$ cat src/rtl/fx3_packet_streamer.sv
// Streams fixed-size packets from an upstream sample FIFO to the FX3 GPIF slave interface,
// with an optional idle gap after each packet and a sticky FIFO underrun flag.
module fx3_packet_streamer #(
    parameter int PACKET_WORDS = 8192,
    parameter int COUNT_WIDTH  = 16,
    parameter int GAP_CYCLES   = 0
) (
    input  logic                   inclk,
    input  logic                   reset,
    input  logic                   readData,
    input  logic                   enable,
    input  logic                   clearErrors,
    input  logic [COUNT_WIDTH-1:0] fifoWordCount,
    output logic                   fx3isReading,
    output logic                   lastWord,
    output logic [31:0]            packetCount,
    output logic                   underrunError,
    output logic                   busy
);

    localparam int GAP_WIDTH = (GAP_CYCLES > 1) ? $clog2(GAP_CYCLES) : 1;
    localparam logic [COUNT_WIDTH-1:0] PACKET_LEN = COUNT_WIDTH'(PACKET_WORDS);
    localparam logic [COUNT_WIDTH-1:0] LAST_INDEX = COUNT_WIDTH'(PACKET_WORDS - 1);
    localparam logic [COUNT_WIDTH-1:0] COUNT_ONE  = COUNT_WIDTH'(1);
    localparam logic [GAP_WIDTH-1:0]   GAP_LAST   = GAP_WIDTH'((GAP_CYCLES > 0) ? GAP_CYCLES - 1 : 0);
    localparam logic [GAP_WIDTH-1:0]   GAP_ONE    = GAP_WIDTH'(1);

    typedef enum logic [1:0] {
        IDLE,
        WAIT_REQUEST,
        SEND,
        GAP
    } StreamState;

    StreamState             state;
    StreamState             nextState;
    logic                   readDataQ;
    logic [COUNT_WIDTH-1:0] wordCounter;
    logic [COUNT_WIDTH-1:0] nextWordCounter;
    logic [GAP_WIDTH-1:0]   gapCounter;
    logic [GAP_WIDTH-1:0]   nextGapCounter;
    logic [31:0]            nextPacketCount;
    logic                   nextUnderrun;

    always_ff @(posedge inclk) begin
        if (reset) begin
            state         <= IDLE;
            readDataQ     <= 1'b0;
            wordCounter   <= '0;
            gapCounter    <= '0;
            packetCount   <= '0;
            underrunError <= 1'b0;
        end else begin
            state         <= nextState;
            readDataQ     <= readData;
            wordCounter   <= nextWordCounter;
            gapCounter    <= nextGapCounter;
            packetCount   <= nextPacketCount;
            underrunError <= nextUnderrun;
        end
    end

    // Outputs are gated by reset so nothing strobes in the cycle reset is first raised.
    always_comb begin
        nextState       = state;
        nextWordCounter = wordCounter;
        nextGapCounter  = gapCounter;
        nextPacketCount = packetCount;
        nextUnderrun    = underrunError;

        fx3isReading = (state == SEND) && readDataQ && !reset;
        lastWord     = fx3isReading && (wordCounter == LAST_INDEX);
        busy         = ((state == SEND) || (state == GAP)) && !reset;

        case (state)
            IDLE: begin
                if (enable) begin
                    nextState = WAIT_REQUEST;
                end
            end
            WAIT_REQUEST: begin
                if (!enable) begin
                    nextState = IDLE;
                end else if (readDataQ && (fifoWordCount >= PACKET_LEN)) begin
                    nextState = SEND;
                end
            end
            SEND: begin
                if (lastWord) begin
                    nextWordCounter = '0;
                    nextGapCounter  = '0;
                    nextPacketCount = packetCount + 32'd1;
                    nextState       = (GAP_CYCLES > 0) ? GAP : WAIT_REQUEST;
                end else if (fx3isReading) begin
                    nextWordCounter = wordCounter + COUNT_ONE;
                end
            end
            GAP: begin
                if (gapCounter == GAP_LAST) begin
                    nextGapCounter = '0;
                    nextState      = WAIT_REQUEST;
                end else begin
                    nextGapCounter = gapCounter + GAP_ONE;
                end
            end
            default: begin
                nextState = IDLE;
            end
        endcase

        // Setting the flag takes priority over a simultaneous clear.
        if (fx3isReading && (fifoWordCount == '0)) begin
            nextUnderrun = 1'b1;
        end else if (clearErrors) begin
            nextUnderrun = 1'b0;
        end
    end

endmodule

$ cat config.mk
export PLATFORM = sky130hd
export DESIGN_NAME = fx3_packet_streamer
export DESIGN_NICKNAME = d
export VERILOG_FILES = /design/src/rtl/fx3_packet_streamer.sv
export SDC_FILE = /design/constraint.sdc
export NUM_CORES = 1
export LEC_CHECK = 0
export ABC_AREA = 1
export BUFFER_PORTS_ARGS = -buffer_cell sky130_fd_sc_hd__clkbuf_2
export CORE_MARGIN = 5
export CORE_UTILIZATION = 52
export CTS_BUF_LIST = sky130_fd_sc_hd__clkbuf_8
export DETAILED_ROUTE_END_ITERATION = 7
export GPL_TIMING_DRIVEN = 0
export MAX_ROUTING_LAYER = met4
export PLACE_DENSITY = 0.78
export SKIP_LAST_GASP = 1
export SLEW_MARGIN = 20
export SYNTH_ARGS = -nofsm -noshare
export SYNTH_HDL_FRONTEND = slang
export SYNTH_SLANG_ARGS = --single-unit
$ cat constraint.sdc
create_clock -name inclk -period 1.51 [get_ports inclk]
set_input_delay 0.302 -clock inclk [delete_from_list [all_inputs] [get_ports inclk]]
set_output_delay 0.302 -clock inclk [all_outputs]
set_load 0.1 [all_outputs]
==> results.toml <==
[sta]
rsz0062_at_grt = "yes"
setup_ws_ns = -0.3363
setup_viol = 41
skew_ns = 0.02440
min_period_ns = 1.846
maxSlewViolCount = 0
final-hold-violation-count = 0
max_freq_mhz = 541.6
fin_crit_sh = 1.223
timing.slew.headroom = 0.6031
worst_pin_slew_ns = 0.5953

[outcome]
outcome = "finished, violations left"
failed_checks = "negative setup slack"

[pwr]
totalPowerFinal_w = 0.002574
p_sw_frac = 0.2561
power.leakage_nw = 1.820
p_switching_w = 0.0006592
pwr-share-comb = 0.074
p_clk_frac = 0.403
p_int_w = 0.001915
irDropWorstVdd_uv = 473.7
powerDensity_mw_per_mm2 = 573.8
seqPwrFrac = 0.523

[cts]
cts_buffers = 5
cts_tree = "done"
clockBufferDepth = 2
cts-root-buf = "clkbuf_8"
htree_levels = 2
clk-insertion-delay-late_ns = 0.33
cts_sinks = 52
path_clk_slew_ns = 0.13
cts_hold_buffers = 0

[setup_path]
cp.depth = 7
cp-end-kind = "primary output"
critical_path_class = "flop to primary output"
crit_buf_inv = 3
ff2ff_path_depth = 12
worstPathMaxFanout = 2
cp-start-kind = "flop"
arrival_ns = 1.54
slowest_stage = "dfxtp_2"
crit_family = "flip-flops"
cp_cell_sequence = "ha_4 > inv_4 > nor2_4 > nand3_4 > nor2_8 > buf_12 > clkbuf_16"
required_ns = 1.21
critical_path.max_stage_delay_ns = 0.38

[job]
cap_violations = 0

[synth]
ys_types = 37
synth_area_per_cell_um2 = 6.189
synth-seq-cells = 52
yosysWarnings = 0
async_flop_share = 0
seq_area_frac_synth = 0.3331
syn_area_mm2 = 0.003125
synth_ff_type = "dfxtp_1"
synth_edf_count = 0
postSynthCellCount = 505
syn_nets = 528

[detailed_routing]
vias_per_cell = 5.342
wl_mm = 10.04
ant_nets = 0
dr.pass1.iters = 5
drc_errors = 0
drtIter0Drc = 246
routedWlPerCell_um = 14.61
vias = 3670

[grt]
grtUsageTotal = 0.2493
grt_pass1_wl_mm = 14.84
antenna_found_initial = 0
grt_pass1_vias = 3310
grt_max_degree = 18
grt_overflow = 0

[place]
hpwl_mm = 6.407
pre_cts_slack_ns = -0.5677
routabilityCongestion = 0.8858
io_buffers = 56

[die]
rows = 28
die_y_um = 87.53
start_util = 0.5310
die_w_um = 87.53
ios = 57
core-area_mm2 = 0.005886
die-area_mm2 = 0.007661

[final_layout]
antennaDiodeCount = 0
layout-drive-gt1-share = 0.3971
areaGrowthSynthToFinish_pct = 43.51
final_nets = 634
fin_util = 0.7621

[worst_hold_path]
hold_path_class = "input pin to flop"
holdPathStages = 3
## sequential cells by signal, summed over array words and instances, names as in the netlist
register       count
packetCount       32
wordCounter       16
state              2
readDataQ          1
underrunError      1
## logic make-up (layout without fill, tap and decap cells)
| logic type | count (synthesis) | in the layout | synth area share |
|---|---|---|---|
| simple gates | 314 | 314 | 0.4412 |
| buf+inv | 74 | 181 | 0.1001 |
| compound gates | 54 | 54 | 0.09247 |
| flops | 52 | 52 | 0.3331 |
| xor+xnor | 9 | 9 | 0.02522 |
| fa+ha+maj | 2 | 2 | 0.008005 |
## worst reg2reg max path, cell delays in order, from the launching register on
cell,delay (ns)
dfxtp_2,0.38
ha_4,0.16
inv_4,0.05
nor2_4,0.10
nand3_4,0.09
nor2_8,0.13
buf_6,0.11
buf_6,0.09
buf_12,0.14
nand4_1,0.15
nand2_1,0.10
nand2_1,0.05
nor2_1,0.09
## Yosys cell counts, drive strengths merged, types with 4 or more instances
library cell  count  area share
a21oi            33       0.053
buf               5       0.017
clkbuf            4      0.0048
dfxtp            52        0.33
inv              65       0.078
nand2           165        0.21
nand3            25       0.046
nand4             6       0.017
nor2             99        0.13
nor3             13       0.024
o21ai            15       0.024
xnor2             4       0.011
xor2              5       0.014
## path summary, 6_finish.rpt
check | startpoint | end | slack, ns
worst min-delay path | readData | readDataQ | 0.17
worst max register to register | wordCounter[0] | packetCount[24] | -0.19
worst max-delay path | wordCounter[0] | lastWord | -0.34
worst min register to register | underrunError | underrunError | 0.49
## timing repair
action / in CTS / in global routing
resized for setup: 43 / 85
pin swaps: 8 / 25
setup endpoints to repair: 39 / 49
buffers inserted: 17 / 26
gates cloned: 0 / 1
## metal layers
layer | share of wire | global-route usage | routed length, µm | vias up
met5 | 0 | - | 0 | -
met4 | 0.023 | 0.06695 | 227 | 0
met3 | 0.069 | 0.03500 | 689 | 29
met2 | 0.51 | 0.4432 | 5077 | 168
met1 | 0.40 | 0.2922 | 4041 | 1684
li1 | - | - | - | 1789
## through the flow
stage | hold WS [ns] | std cells | area [µm²] | TNS [ns]
finish | 0.1685 | 687 | 4486 | -3.634
global route | 0.1558 | 687 | 4486 | -7.350
CTS | 0.1645 | 661 | 4011 | -0.7433
detailed placement | 0.4681 | 636 | 3636 | -7.589
global placement | 0.4503 | 636 | 3636 | -6.792
floorplan | 0.4090 | 505 | 3262 | -0.06814
## layout by cell type, fill, tap and decap left out, types with 4 or more instances in the layout
cell        n
nand2_1   144
nor2_1     73
inv_1      52
clkbuf_2   49
a21oi_1    30
buf_4      29
dfxtp_4    26
dfxtp_2    22
nand3_1    17
nor2_2     14
nand2_2    13
inv_2      11
nor2_4     11
buf_6      11
nor3_1     10
nand2_4     7
o21ai_0     7
nand3_2     5
nand4_1     5
o21ai_1     5
xor2_1      5
clkbuf_8    5
xnor2_1     4
buf_2       4
dfxtp_1     4
## final cells by class
class | instances | area, µm²
inverters | 65 | 254.0
clock inverters | 3 | 47.55
plain buffers | 9 | 80.08
repair buffers | 99 | 737.0
multi-input cells | 379 | 2038
fillers | 421 | 1400
well taps | 75 | 93.84
flip-flops and latches | 52 | 1166
clock buffers | 5 | 68.82
## power groups by stage
| stage | combinational, W | clock (W) | sequential (W) |
|---|---|---|---|
| 2_1_floorplan | 0.0000948 | 0 | 0.00138 |
| 3_3_place_gp | 0.000142 | 0 | 0.00138 |
| 3_5_place_dp | 0.000147 | 0 | 0.00138 |
| 4_1_cts | 0.000168 | 0.00103 | 0.00134 |
| 5_1_grt | 0.000210 | 0.00110 | 0.00135 |
| 6_report | 0.000192 | 0.00104 | 0.00135 |
No activity file was read; power rests on OpenSTA's default activity.
